[src/rtl/data_read_axi_write.sv]
// AXI-lite write-channel slave for the data_read core: decodes CR/SR writes, drives capture strobes, returns B.
// Define DATA_READ_BUF_WR_EN to let buffer-region writes reach the capture buffers.
`ifndef AXI_ADDR_CR
`define AXI_ADDR_CR 32'h0000_0000
`endif
`ifndef AXI_ADDR_SR
`define AXI_ADDR_SR 32'h0000_0004
`endif

module data_read_axi_write #(
    parameter logic [31:0] C_CR_RESET = 32'h0000_0000,
    parameter int unsigned C_BUF_AW   = 10
) (
    input  logic                S_AXI_ACLK,
    input  logic                S_AXI_ARESET,
    input  logic [31:0]         S_AXI_AWADDR,
    input  logic                S_AXI_AWVALID,
    output logic                S_AXI_AWREADY,
    input  logic [31:0]         S_AXI_WDATA,
    input  logic [3:0]          S_AXI_WSTRB,
    input  logic                S_AXI_WVALID,
    output logic                S_AXI_WREADY,
    output logic [1:0]          S_AXI_BRESP,
    output logic                S_AXI_BVALID,
    input  logic                S_AXI_BREADY,
    output logic [31:0]         cr_q,
    output logic                cr_en,
    output logic                cr_start,
    output logic                sr_c_clr,
    output logic                buf_wr_en,
    output logic [1:0]          buf_wr_sel,
    output logic [C_BUF_AW-1:0] buf_wr_addr,
    output logic [31:0]         buf_wr_data
);

    typedef enum logic [2:0] {IDLE, HAVE_A, HAVE_W, EXEC, RESP} state_t;

    localparam logic [1:0] RESP_OKAY   = 2'b00;
    localparam logic [1:0] RESP_SLVERR = 2'b10;

    state_t      state_q;
    logic [31:0] awaddr_q;
    logic [31:0] wdata_q;
    logic [3:0]  wstrb_q;
    logic        awready_q;
    logic        wready_q;
    logic        bvalid_q;
    logic [1:0]  bresp_q;

    logic        aw_hs;
    logic        w_hs;
    logic        hit_cr;
    logic        hit_sr;
    logic        hit_buf;
    logic [31:0] cr_d;

    assign aw_hs = S_AXI_AWVALID && awready_q;
    assign w_hs  = S_AXI_WVALID && wready_q;

    assign S_AXI_AWREADY = awready_q;
    assign S_AXI_WREADY  = wready_q;
    assign S_AXI_BVALID  = bvalid_q;
    assign S_AXI_BRESP   = bresp_q;
    assign cr_en         = cr_q[0];

    // NOTE: every variable below is assigned on every path through the block, so no latch is inferred.
    always_comb begin
        hit_cr  = (awaddr_q == `AXI_ADDR_CR);
        hit_sr  = (awaddr_q == `AXI_ADDR_SR);
        hit_buf = !hit_cr && !hit_sr && (awaddr_q[12:10] >= 3'd1) && (awaddr_q[12:10] <= 3'd4);
        for (int i = 0; i < 4; i++) begin
            cr_d[8*i +: 8] = wstrb_q[i] ? wdata_q[8*i +: 8] : cr_q[8*i +: 8];
        end
        // CR[1] is the start request; it only ever exists as the cr_start pulse.
        cr_d[1] = 1'b0;
    end

    // NOTE: non-blocking assignments so every register here samples the values from before the edge.
    always_ff @(posedge S_AXI_ACLK) begin
        if (S_AXI_ARESET) begin
            state_q     <= IDLE;
            awaddr_q    <= '0;
            wdata_q     <= '0;
            wstrb_q     <= '0;
            awready_q   <= 1'b0;
            wready_q    <= 1'b0;
            bvalid_q    <= 1'b0;
            bresp_q     <= RESP_OKAY;
            cr_q        <= C_CR_RESET;
            cr_start    <= 1'b0;
            sr_c_clr    <= 1'b0;
            buf_wr_en   <= 1'b0;
            buf_wr_sel  <= '0;
            buf_wr_addr <= '0;
            buf_wr_data <= '0;
        end else begin
            cr_start  <= 1'b0;
            sr_c_clr  <= 1'b0;
            buf_wr_en <= 1'b0;
            case (state_q)
                IDLE: begin
                    awready_q <= 1'b1;
                    wready_q  <= 1'b1;
                    if (aw_hs) awaddr_q <= S_AXI_AWADDR;
                    if (w_hs) begin
                        wdata_q <= S_AXI_WDATA;
                        wstrb_q <= S_AXI_WSTRB;
                    end
                    if (aw_hs && w_hs) begin
                        awready_q <= 1'b0;
                        wready_q  <= 1'b0;
                        state_q   <= EXEC;
                    end else if (aw_hs) begin
                        awready_q <= 1'b0;
                        state_q   <= HAVE_A;
                    end else if (w_hs) begin
                        wready_q  <= 1'b0;
                        state_q   <= HAVE_W;
                    end
                end
                HAVE_A: begin
                    if (w_hs) begin
                        wdata_q  <= S_AXI_WDATA;
                        wstrb_q  <= S_AXI_WSTRB;
                        wready_q <= 1'b0;
                        state_q  <= EXEC;
                    end
                end
                HAVE_W: begin
                    if (aw_hs) begin
                        awaddr_q  <= S_AXI_AWADDR;
                        awready_q <= 1'b0;
                        state_q   <= EXEC;
                    end
                end
                EXEC: begin
                    state_q <= RESP;
                    bresp_q <= RESP_OKAY;
                    // An all-zero strobe is a harmless no-op wherever it lands.
                    if (wstrb_q != 4'b0000) begin
                        if (hit_cr) begin
                            cr_q     <= cr_d;
                            cr_start <= wdata_q[1] && wstrb_q[0];
                        end else if (hit_sr) begin
                            sr_c_clr <= wdata_q[0] && wstrb_q[0];
                        end else if (hit_buf) begin
`ifdef DATA_READ_BUF_WR_EN
                            buf_wr_en   <= 1'b1;
                            buf_wr_sel  <= awaddr_q[11:10] - 2'd1;
                            buf_wr_addr <= awaddr_q[C_BUF_AW-1:0];
                            buf_wr_data <= wdata_q;
`else
                            bresp_q <= RESP_SLVERR;
`endif
                        end else begin
                            bresp_q <= RESP_SLVERR;
                        end
                    end
                end
                RESP: begin
                    // First RESP cycle raises BVALID; it then holds until the master takes it.
                    if (!bvalid_q) begin
                        bvalid_q <= 1'b1;
                    end else if (S_AXI_BREADY) begin
                        bvalid_q  <= 1'b0;
                        awready_q <= 1'b1;
                        wready_q  <= 1'b1;
                        awaddr_q  <= '0;
                        wdata_q   <= '0;
                        wstrb_q   <= '0;
                        state_q   <= IDLE;
                    end
                end
                default: state_q <= IDLE;
            endcase
        end
    end

endmodule
[config.mk]
export PLATFORM = sky130hd
export DESIGN_NAME = data_read_axi_write
export DESIGN_NICKNAME = d
export VERILOG_FILES = /design/src/rtl/data_read_axi_write.sv
export SDC_FILE = /design/constraint.sdc
export NUM_CORES = 1
export LEC_CHECK = 0
export CAP_MARGIN = 15
export CORE_MARGIN = 8
export CORE_UTILIZATION = 49
export CTS_CLUSTER_DIAMETER = 100
export DETAILED_ROUTE_END_ITERATION = 8
export GPL_TIMING_DRIVEN = 0
export HOLD_SLACK_MARGIN = 0.08
export PLACE_DENSITY = 0.87
export SYNTH_ARGS = -nofsm -noshare
export SYNTH_HDL_FRONTEND = slang
export SYNTH_SLANG_ARGS = --single-unit
export TNS_END_PERCENT = 1
[constraint.sdc]
create_clock -name S_AXI_ACLK -period 3.9 [get_ports S_AXI_ACLK]
set_clock_uncertainty 0.05 [all_clocks]
set_input_delay 0.39 -clock S_AXI_ACLK [delete_from_list [all_inputs] [get_ports S_AXI_ACLK]]
set_output_delay 0.39 -clock S_AXI_ACLK [all_outputs]
set_load 0.05 [all_outputs]
== Word-level counts from Yosys, hierarchy flattened ==
Index checks and enable logic that the tools add are counted.

* Eq/ne operators: 12
* Muxes and demuxes: 34
* Bitwise logic cells: 4
* Reductions and logical operators: 25

{| class="wikitable"
|+ Operators by type and width
! operator !! number
|-
| 2-to-1 mux 32 bit || 4
|-
| case mux 32 bit (2 select lines) || 2
|-
| equality test 32 x 3 -> 1 bit (second input constant) || 1
|-
| logical NOT 32 bit || 1
|-
| AND reduction 4 bit || 8
|-
| 2-to-1 mux 3 bit || 7
|-
| case mux 3 bit (5 select lines) || 1
|-
| 2-to-1 mux 4 bit || 3
|-
| 2-to-1 mux 1 bit || 11
|-
| != test 2 bit (second input constant) || 4
|-
| case mux 4 bit (2 select lines) || 1
|-
| equality test 3 x 2 -> 1 bit (second input constant) || 2
|-
| 2-to-1 mux 2 bit || 3
|-
| case mux 1 bit (3 select lines) || 2
|-
| nonzero test 3 bit || 2
|-
| logical AND 1 bit || 5
|-
| AND reduction 5 bit || 1
|-
| OR reduction 5 bit || 1
|-
| != test 2 x 1 -> 1 bit (second input constant) || 2
|-
| != test 4 bit (second input constant) || 1
|-
| NOT 1 bit || 4
|-
| nonzero test 2 bit || 2
|-
| nonzero test 4 bit || 1
|-
| OR reduction 2 bit || 2
|-
| 4 further kinds || 4
|}

* Register bits: 109
* Output and inout bits: 85

== Depth between registers and ports, before layout ==
Gate-level depths: netlist of the first run.

* Depth in word-level cells: 5
* Depth in mapped cells: 6
* Mapped depth without buffers: 4

== Least setup slack after synthesis of the first run ==
Ideal clock, no wire load.

* Kind: flip-flop to flip-flop
* Start point: register bvalid_q, in the netlist S_AXI_BVALID
* End point: register wdata_q[26]
* Library setup time: 128 ps
* Data arrival time: 1701 ps
* Setup slack: 2021 ps
* Cell stages (with the launch flop): 7
* Period minus slack after synthesis: 1879 ps
* Cells stage by stage: dfxtp_1 > nand4b_1 > a21oi_1 > buf_2 > buf_2 > mux2i_1 > nor2_1

* Cells in the longest elaborated chain, start to end: 2

{| class="wikitable"
|+ RTL lines
! item !! line !! RTL
|-
| start, declared || 47 || <nowiki>logic bvalid_q;</nowiki>
|-
| start signal, assigned || 87 || <nowiki>bvalid_q <= 1'b0;</nowiki>
|-
| start signal, assigned || 163 || <nowiki>bvalid_q <= 1'b1;</nowiki>
|-
| start signal, assigned || 165 || <nowiki>bvalid_q <= 1'b0;</nowiki>
|-
| != test 2 bit (no source line) || - ||
|-
| AND reduction 4 bit (no source line) || - ||
|-
| end signal, assigned || 83 || <nowiki>wdata_q <= '0;</nowiki>
|-
| end signal, assigned || 106 || <nowiki>wdata_q <= S_AXI_WDATA;</nowiki>
|-
| end signal, assigned || 123 || <nowiki>wdata_q <= S_AXI_WDATA;</nowiki>
|-
| end, declared || 43 || <nowiki>logic [31:0] wdata_q;</nowiki>
|}

Every way passes these cells.
A chain may end at the register's enable or synchronous reset.

== Worst setup path after layout of the first run ==
* Start point: register awaddr_q[11]
* End point: register cr_q[28]

* Cells in the longest elaborated chain, start to end: 2

{| class="wikitable"
|+ RTL lines
! item !! line !! RTL
|-
| start, declared || 42 || <nowiki>logic [31:0] awaddr_q;</nowiki>
|-
| start signal, assigned || 82 || <nowiki>awaddr_q <= '0;</nowiki>
|-
| start signal, assigned || 104 || <nowiki>if (aw_hs) awaddr_q <= S_AXI_AWADDR;</nowiki>
|-
| start signal, assigned || 131 || <nowiki>awaddr_q <= S_AXI_AWADDR;</nowiki>
|-
| logical NOT 32 bit (no source line) || - ||
|-
| AND reduction 4 bit (no source line) || - ||
|-
| end signal, assigned || 142 || <nowiki>cr_q <= cr_d;</nowiki>
|-
| end, declared || 26 || <nowiki>output logic [31:0] cr_q,</nowiki>
|}

Every way passes these cells.

==> results of run 1 <==
## power breakdown
group / total, mW / switching [mW] / internal (mW)
Sequential: 1.19 / 0.0343 / 1.15
Clock: 0.708 / 0.371 / 0.337
Combinational: 0.638 / 0.419 / 0.219
Total: 2.53 / 0.824 / 1.71
## logic make-up (layout without fill, tap and decap cells)
group                  after synthesis  after routing  share of synthesized area, %
AND/OR/NAND/NOR                    181            181                          20.7
flip-flops                         108            108                          45.4
AO/OA/AOI/OAI                      101            101                          14.0
buffers and inverters               95            220                          11.7
multiplexers                        38             38                          8.04
other                                1             47                        0.0788
## flip-flops by register name, indices dropped and copies added, names as in the netlist
register / cells
awaddr_q: 32
wdata_q: 32
cr_q: 31
wstrb_q: 4
state_q: 3
S_AXI_AWREADY: 1
S_AXI_BRESP: 1
S_AXI_BVALID: 1
S_AXI_WREADY: 1
cr_start: 1
sr_c_clr: 1
## stage by stage
stage	worst slack (ps)	instance area, um2	utilization, %	hold slack [ps]
6_report	1750	6400	66.7	415
5_1_grt	1590	6400	66.7	446
4_1_cts	1790	6400	66.7	418
3_5_place_dp	1570	6190	64.5	399
3_3_place_gp	1640	6190	64.5	404
2_1_floorplan	2020	4930	-	382
## cell usage after synthesis
cell type / n / area share [%]
a211oi_1: 1 / 0.16
a21oi_1: 34 / 3.6
a22oi_1: 32 / 5.0
a31oi_1: 1 / 0.13
and4_1: 2 / 0.37
buf_1: 1 / 0.079
buf_2: 16 / 1.7
buf_4: 48 / 7.6
clkbuf_1: 30 / 2.4
conb_1: 1 / 0.079
dfxtp_1: 108 / 45
mux2_2: 2 / 0.47
mux2i_1: 36 / 7.6
nand2_1: 6 / 0.47
nand3_1: 2 / 0.21
nand3b_1: 2 / 0.32
nand4_1: 33 / 4.3
nand4b_1: 1 / 0.18
nor2_1: 73 / 5.8
nor2b_1: 36 / 4.7
nor3_1: 5 / 0.53
nor3b_1: 2 / 0.32
nor3b_2: 5 / 1.3
nor4_1: 8 / 1.1
nor4bb_1: 2 / 0.42
o21ai_0: 2 / 0.21
o31ai_1: 31 / 4.9
or3b_1: 2 / 0.37
or3b_2: 2 / 0.37
## worst register-to-register path, delay by kind of cell (launching register included)
family	cells	cell delay, ps
buffers and inverters	1	330
AOI/OAI and AO/OA	2	480
and+or+nand+nor	2	830
DFF	1	320
## area by class of cell
cell class	count	share of cell area [%]
plain buffers	95	8.70
clock buffers	12	2.42
clock inverters	4	0.880
multi-input cells	367	34.6
flip-flops and latches	108	33.8
well taps	133	2.60
repair buffers	109	17.0
## layer usage
| metal | wire [um] | vias up |
|---|---|---|
| met5 | 0 | - |
| li1 | - | 2106 |
| met4 | 193 | 0 |
| met2 | 6740 | 229 |
| met1 | 5360 | 2039 |
| met3 | 1370 | 22 |
## worst paths after layout
kind / cells after the start / to / start
setup / recovery: 5 / cr_q[28]$_SDFFE_PP0P_ / awaddr_q[11]$_SDFFE_PP0P_
hold / removal: 2 / sr_c_clr$_SDFF_PP0_ / wdata_q[0]$_SDFFE_PP0P_
setup reg to reg: 5 / cr_q[28]$_SDFFE_PP0P_ / awaddr_q[11]$_SDFFE_PP0P_
hold reg to reg: 2 / sr_c_clr$_SDFF_PP0_ / wdata_q[0]$_SDFFE_PP0P_
==> results.py, run 1 <==
metrics = {
    "cells_and_area": {
        "ff_latch_area_um2": 2160,
        "antennaDiodeCount": 0,
        "final_common_cell": "clkdlybuf4s50_1",
        "nets": 763,
        "final_cell_mix": "clkdlybuf4s50_1 (109), dfxtp_1 (108), nor2_1 (73)",
        "multi_input_area_um2": 2210,
        "stdcell_count": 828,
        "layout-drive-gt1-share_pct": 12.7,
        "fillers": 777,
        "syn2layout_area_growth_pct": 34.5,
    },
    "critical_path": {
        "slowest_delay_ps": 480,
        "rrSetupSlack_ps": 1750,
        "critPathMaxFanout": 10,
        "crit_arrival_ps": 2320,
        "crit_type": "reg -> reg",
        "start_kind": "flip-flop",
        "path_cells": "nor4_1, nand4_1, clkbuf_1, o31ai_1, a21oi_1",
        "crit_path_end_kind": "flip-flop",
        "worstPathBufferInverterCount": 1,
        "required_ps": 4070,
        "timing.critical_path.max_delay_family": "simple AND/OR/NAND/NOR gates",
        "slowest_stage": "nor4_1",
    },
    "yosys": {
        "synthCells": 524,
        "ys_warn_count": 0,
        "synth_seq_cells": 108,
        "synth.distinct_cells": 29,
        "synth_area_um2": 4760,
        "avgSynthCellArea_um2": 9.08,
        "ys_seq_area_share_pct": 45.4,
    },
    "status": {
        "status": "completed",
    },
    "timing": {
        "fin_crit_sh_pct": 55.2,
        "totalNegativeSetupSlack_ps": 0,
        "rsz0062_at_grt": "false",
        "max_slew_margin_pct": 59.8,
        "tightest_slew_ps": 600,
        "finalSetupViolations": 0,
        "hold_viol": 0,
        "drv_slew": 0,
        "min_period_ps": 2150,
        "fmax_ghz": 0.465,
    },
    "power": {
        "total_power_mw": 2.53,
        "power_leakage_nw": 2.40,
        "power.density_nw_per_um2": 395,
        "ir_drop_mv": 0.257,
    },
    "run": {
        "drv_cap": 0,
    },
    "clocking": {
        "clock_sinks": 108,
        "cts_tree": "done",
        "postCtsHoldBufs": 0,
        "cts_resized": 0,
        "post_cts_buffers": 0,
        "clock_latency_ps": 360,
        "clk_pin_slew_worst_paths_ps": 100,
        "cts_root_buf": "clkbuf_8",
        "cts_made_buffers": 9,
        "h-tree-depth": 3,
        "clockBufferDepth": 2,
    },
    "floorplanning": {
        "die_area_um2": 13100,
        "core_um2": 9590,
        "ios": 158,
        "start_util_pct": 49.6,
        "fp-row-count": 36,
        "dieHeight_um": 115,
        "die_w_um": 115,
    },
    "place": {
        "place_hpwl_um": 10400,
        "place.gp.congestion": 0.818,
        "place_inst": 812,
        "io_buffer_count": 109,
    },
    "global_route": {
        "use_met2_pct": 36.3,
        "grt_pass1_wl_um": 21900,
        "antenna_found_initial": 0,
        "overflow": 0,
        "grt_max_degree": 18,
        "grt_usage_pct": 20.7,
        "grt_pass1_vias": 4558,
        "busiest_layer": "met2",
        "grt_util_met1_pct": 23.0,
        "met3_usage_pct": 6.80,
    },
    "routing": {
        "drcViolationCount": 0,
        "viasPerCell": 5.31,
        "via_count": 4396,
        "wl_um": 13700,
        "ant_nets": 0,
        "dr.pass1.iters": 5,
        "post_drt_wl_per_cell_um": 16.5,
        "drtIter0Drc": 259,
    },
    "min_path": {
        "hp-class": "reg -> reg",
    },
}
Note: power is estimated with default switching activity, not from simulation.
==> inputs of run 2 (changes only) <==
CORE_UTILIZATION = 46   (was 49)
PLACE_DENSITY = 0.82   (was 0.87)
clock period = 2.2 ns   (was 3.9 ns; I/O delays follow)
==> run 2 against run 1 <==
Sequential share of layout area hardly changed. Global-route usage is 2.3 points lower. Sequential power is 76% higher. Maximum frequency is 4.5% higher. Combinational power is 77% higher. Core utilization is 3.9 points lower. Via count is 1.7% lower. Critical path depth stayed put. Hold slack better by 3.5 ps. Flip-flop and latch count stayed put. Clock power is 65% higher. Largest cell class unchanged. Highest routed layer unchanged.
==> results.py, run 2 (same netlist as run 1, synthesis figures left out) <==
metrics = {
    "status": {
        "status": "completed",
    },
    "place": {
        "place_inst": 815,
        "place_hpwl_um": 10300,
        "io_buffer_count": 109,
        "place.gp.congestion": 0.827,
    },
    "global_route": {
        "overflow": 0,
        "grt_max_degree": 19,
        "grt_usage_pct": 18.3,
        "grt_pass1_vias": 4187,
        "antenna_found_initial": 0,
        "grt_pass1_wl_um": 21100,
    },
    "cells_and_area": {
        "nets": 764,
        "syn2layout_area_growth_pct": 34.4,
        "top_regs": "awaddr_q x32, wdata_q x32, cr_q x31",
        "layout-drive-gt1-share_pct": 12.9,
        "final_common_cell": "clkdlybuf4s50_1",
        "final_cell_mix": "clkdlybuf4s50_1 (109), dfxtp_1 (108), nor2_1 (73)",
        "stdcell_count": 832,
        "antennaDiodeCount": 0,
    },
    "timing": {
        "min_period_ps": 2060,
        "finalSetupViolations": 0,
        "max_slew_margin_pct": 61.6,
        "rsz0062_at_grt": "false",
        "tightest_slew_ps": 574,
        "drv_slew": 0,
        "fmax_ghz": 0.486,
        "totalNegativeSetupSlack_ps": 0,
        "hold_viol": 0,
        "fin_crit_sh_pct": 93.6,
    },
    "clocking": {
        "h-tree-depth": 3,
        "postCtsHoldBufs": 0,
        "clk_pin_slew_worst_paths_ps": 100,
        "cts_tree": "done",
        "clockBufferDepth": 2,
        "cts_made_buffers": 9,
        "clock_latency_ps": 370,
        "cts_root_buf": "clkbuf_8",
        "clock_sinks": 108,
    },
    "power": {
        "power_leakage_nw": 2.39,
        "ir_drop_mv": 0.355,
        "total_power_mw": 4.40,
        "power.density_nw_per_um2": 689,
    },
    "critical_path": {
        "critPathMaxFanout": 10,
        "required_ps": 2390,
        "crit_arrival_ps": 2250,
        "start_kind": "flip-flop",
        "crit_start": "awaddr_q[23]$_SDFFE_PP0P_",
        "reg2reg_depth": 5,
        "endpoint": "cr_q[4]$_SDFFE_PP0P_",
        "crit_path_end_kind": "flip-flop",
        "rrSetupSlack_ps": 140,
        "r2r-end": "cr_q[4]$_SDFFE_PP0P_",
        "r2r_start": "awaddr_q[23]$_SDFFE_PP0P_",
        "crit_type": "reg -> reg",
    },
    "routing": {
        "ant_nets": 0,
        "wl_um": 13300,
        "drcViolationCount": 0,
        "via_count": 4321,
        "dr.pass1.iters": 6,
        "post_drt_wl_per_cell_um": 16.0,
        "viasPerCell": 5.19,
        "drtIter0Drc": 296,
    },
    "floorplanning": {
        "die_w_um": 118,
        "die_area_um2": 13900,
        "dieHeight_um": 118,
        "start_util_pct": 46.7,
        "fp-row-count": 37,
        "ios": 158,
        "core_um2": 10200,
    },
    "run": {
        "drv_cap": 0,
    },
    "min_path": {
        "hp-class": "reg -> reg",
    },
}
run 2: cell types whose count changed in the layout (fill, tap and decap cells not counted):
cell / delta
clkinvlp_4: +1
buf_4: +1
bufinv_16: -1
clkbuf_1: -1
inv_6: +1
run 2: per-stage QoR:
stage | utilization (%) | hold WS, ps | instance area [um2] | setup slack [ps]
5_1_grt | 62.8 | 438 | 6390 | 24.7
3_5_place_dp | 60.8 | 410 | 6190 | 46.9
2_1_floorplan | - | 331 | 4930 | 321
4_1_cts | 62.7 | 416 | 6390 | 110
6_report | 62.8 | 419 | 6390 | 141
3_3_place_gp | 60.8 | 402 | 6190 | 91.3
run 2: report_power, final:
part	leakage, nW	internal (mW)	switching (mW)
Clock	0.0901	0.486	0.688
Sequential	0.877	2.04	0.0599
Combinational	1.43	0.396	0.734
Total	2.39	2.92	1.48
run 2: what timing repair did:
| item | 4_1_cts | 5_1_grt |
|---|---|---|
| endpoints found under the setup margin | 0 | 25 |
| setup buffers | 0 | 1 |
| resized for setup | 0 | 0 |
run 2: worst min-delay path by stage:
stage	from	end	slack, ps	cells after the start
2_1_floorplan	S_AXI_AWADDR[11]	awaddr_q[11]$_SDFFE_PP0P_	330	2
3_3_place_gp	wdata_q[18]$_SDFFE_PP0P_	cr_q[18]$_SDFFE_PP0P_	400	2
3_5_place_dp	cr_q[27]$_SDFFE_PP0P_	cr_q[27]$_SDFFE_PP0P_	410	2
4_1_cts	S_AXI_ARESET	awaddr_q[7]$_SDFFE_PP0P_	420	3
5_1_grt	S_AXI_AWADDR[12]	awaddr_q[12]$_SDFFE_PP0P_	440	3
6_report	wdata_q[8]$_SDFFE_PP0P_	cr_q[8]$_SDFFE_PP0P_	420	2
run 2: final cells by class:
| type | instances | area, um2 |
|---|---|---|
| tap | 136 | 170 |
| fill | 883 | 3790 |
| multi-input combinational | 367 | 2210 |
| clock buffer | 11 | 151 |
| sequential | 108 | 2160 |
| clock inverter | 5 | 42.5 |
| timing repair buffer | 110 | 1100 |
| buffer | 95 | 557 |
run 2: metal layers:
| metal | up-vias | wire (um) | global-route usage [%] |
|---|---|---|---|
| li1 | 2097 | - | - |
| met1 | 2009 | 5630 | 21.6 |
| met2 | 201 | 6310 | 31.0 |
| met3 | 14 | 1280 | 6.57 |
| met4 | 0 | 102 | 4.56 |
| met5 | - | 0 | 0 |
run 2: critical path, cell delays in order, from the launching register on:
cell,delay [ps]
dfxtp_1,330
nor4_1,400
nand4_1,350
clkbuf_1,350
o31ai_1,340
a21oi_1,110
==> inputs of run 3 (changes only) <==
CORE_MARGIN = 10   (was 8)
SETUP_SLACK_MARGIN = 0.05   (was default)
==> run 3 against run 2 <==
Sequential share of layout area up 0.12 points. Routed wire length up 2.0%. Global-route usage down 0.81 points. Flip-flop and latch count unchanged. Design area down 0.35%. Combinational power about the same. Via count up 0.19%. Clock-buffer cell count unchanged. First-iteration DRC count down 11%. Critical path depth unchanged. Non-clock buffer count down 1. Sequential power about the same.
==> results.py, run 3 (same netlist as run 1, synthesis figures left out) <==
metrics = {
    "critical_path": {
        "endpoint": "cr_q[23]$_SDFFE_PP0P_",
        "reg2reg_depth": 5,
        "r2r_start": "awaddr_q[8]$_SDFFE_PP0P_",
        "worstPathBufferInverterCount": 1,
        "crit_arrival_ps": 2190,
        "slowest_stage": "nor4_1",
        "required_ps": 2390,
        "path_cells": "nor4_1, nand4_1, clkbuf_1, o31ai_1, a21oi_1",
        "start_kind": "flip-flop",
        "slowest_delay_ps": 380,
        "crit_type": "reg -> reg",
        "r2r-end": "cr_q[23]$_SDFFE_PP0P_",
        "rrSetupSlack_ps": 200,
        "timing.critical_path.max_delay_family": "simple AND/OR/NAND/NOR gates",
        "crit_cells": 5,
        "crit_path_end_kind": "flip-flop",
        "crit_start": "awaddr_q[8]$_SDFFE_PP0P_",
        "critPathMaxFanout": 10,
    },
    "clocking": {
        "cts_root_buf": "clkbuf_8",
        "cts_tree": "done",
        "clockBufferDepth": 2,
        "clk_pin_slew_worst_paths_ps": 100,
        "clock_latency_ps": 370,
        "h-tree-depth": 3,
        "cts_made_buffers": 9,
        "postCtsHoldBufs": 0,
        "clock_sinks": 108,
    },
    "routing": {
        "post_drt_wl_per_cell_um": 16.4,
        "wl_um": 13600,
        "dr.pass1.iters": 5,
        "via_count": 4329,
        "ant_nets": 0,
        "viasPerCell": 5.21,
        "drtIter0Drc": 264,
        "drcViolationCount": 0,
    },
    "floorplanning": {
        "die_w_um": 122,
        "core_um2": 10200,
        "ios": 158,
        "dieHeight_um": 122,
        "fp-row-count": 37,
        "start_util_pct": 46.7,
        "die_area_um2": 14800,
    },
    "min_path": {
        "hp-class": "in -> reg",
        "worstHoldPathCells": 4,
        "hold_path.startpoint": "S_AXI_ARESET",
    },
    "power": {
        "ir_drop_mv": 0.380,
        "netSwitchingPower_mw": 1.45,
        "combPwrFrac_pct": 26.1,
        "p_sw_share_pct": 33.8,
        "intPower_mw": 2.85,
        "seqPwrFrac_pct": 48.9,
        "power_leakage_nw": 2.38,
        "power.density_nw_per_um2": 675,
        "power_frac_clock_pct": 25.1,
    },
    "global_route": {
        "antenna_found_initial": 0,
        "grt_pass1_vias": 4302,
        "grt_usage_pct": 17.5,
        "grt_max_degree": 18,
        "grt_pass1_wl_um": 21300,
        "overflow": 0,
    },
    "cells_and_area": {
        "final_common_cell": "clkdlybuf4s50_1",
        "fillers": 872,
        "nets": 763,
        "postLayoutCoreUtil_pct": 62.6,
        "final_cell_mix": "clkdlybuf4s50_1 (109), dfxtp_1 (108), nor2_1 (73)",
        "top_regs": "awaddr_q x32, wdata_q x32, cr_q x31",
        "antennaDiodeCount": 0,
        "layout-drive-gt1-share_pct": 12.8,
        "syn2layout_area_growth_pct": 33.9,
    },
    "place": {
        "io_buffer_count": 109,
        "place_hpwl_um": 10700,
        "place.gp.congestion": 0.879,
    },
    "timing": {
        "rsz0062_at_grt": "true",
        "finalSetupViolations": 0,
        "min_period_ps": 2000,
        "hold_viol": 0,
        "max_slew_margin_pct": 61.0,
        "drv_slew": 0,
        "totalNegativeSetupSlack_ps": 0,
        "whs_ps": 408,
        "tightest_slew_ps": 583,
        "fmax_ghz": 0.500,
        "fin_crit_sh_pct": 91.0,
    },
    "run": {
        "drv_cap": 0,
    },
    "status": {
        "status": "completed",
    },
}
run 3: cell count changes in the layout (fill, tap and decap cells not counted):
cell,previous run,this run
buf_4,49,48
clkbuf_1,30,32
clkbuf_8,11,9
clkinv_2,0,2
clkinvlp_4,3,1
inv_6,1,2
inv_8,1,0
nor4_1,8,6
nor4_2,0,2
run 3: final cells by class:
cell class,instances,area [um2],share of cell area [%]
repair buffers,109,1090,17.1
multi-input cells,367,2230,34.9
flip-flops and latches,108,2160,33.9
clock buffers,11,131,2.06
plain buffers,95,557,8.74
clock inverters,5,35.0,0.550
well taps,136,170,2.67
run 3: worst min path at each step:
stage | endpoint | slack (ps)
finish | sr_c_clr$_SDFF_PP0_ | 410
global route | awaddr_q[18]$_SDFFE_PP0P_ | 440
CTS | sr_c_clr$_SDFF_PP0_ | 390
detailed placement | cr_q[27]$_SDFFE_PP0P_ | 410
global placement | cr_q[27]$_SDFFE_PP0P_ | 400
floorplan | awaddr_q[11]$_SDFFE_PP0P_ | 330
run 3: power by group through the flow:
stage,sequential (mW),clock [mW],combinational [mW]
after floorplan,2.14,0,0.759
after global placement,2.14,0,1.07
after detailed placement,2.14,0,1.10
after CTS,2.10,1.09,1.10
after global routing,2.11,1.16,1.20
final,2.10,1.08,1.12
run 3: worst register-to-register path: cells and delay by family, from the launching register on:
family,cells,cell delay [ps]
flops,1,320
buf+inv,1,330
compound gates,2,480
simple gates,2,690
run 3: timing repair:
| action | CTS | global route |
|---|---|---|
| setup endpoints to repair | 0 | 32 |
| resized for setup | 0 | 2 |
| setup buffers | 0 | 0 |
run 3: through the flow:
stage / instance area, um2 / std cells / setup WS [ps] / power [mW]
6_report: 6370 / 831 / 199 / 4.30
5_1_grt: 6370 / 831 / 19.8 / 4.48
4_1_cts: 6360 / 831 / 93.3 / 4.29
3_5_place_dp: 6190 / 815 / 36.4 / 3.24
3_3_place_gp: 6190 / 815 / 104 / 3.21
2_1_floorplan: 4930 / 570 / 321 / 2.90
run 3: layer usage:
| layer | wire length, um | GRT usage [%] |
|---|---|---|
| met1 | 5410 | 20.0 |
| met5 | 0 | 0 |
| met2 | 6500 | 29.1 |
| met4 | 283 | 6.56 |
| met3 | 1400 | 6.80 |
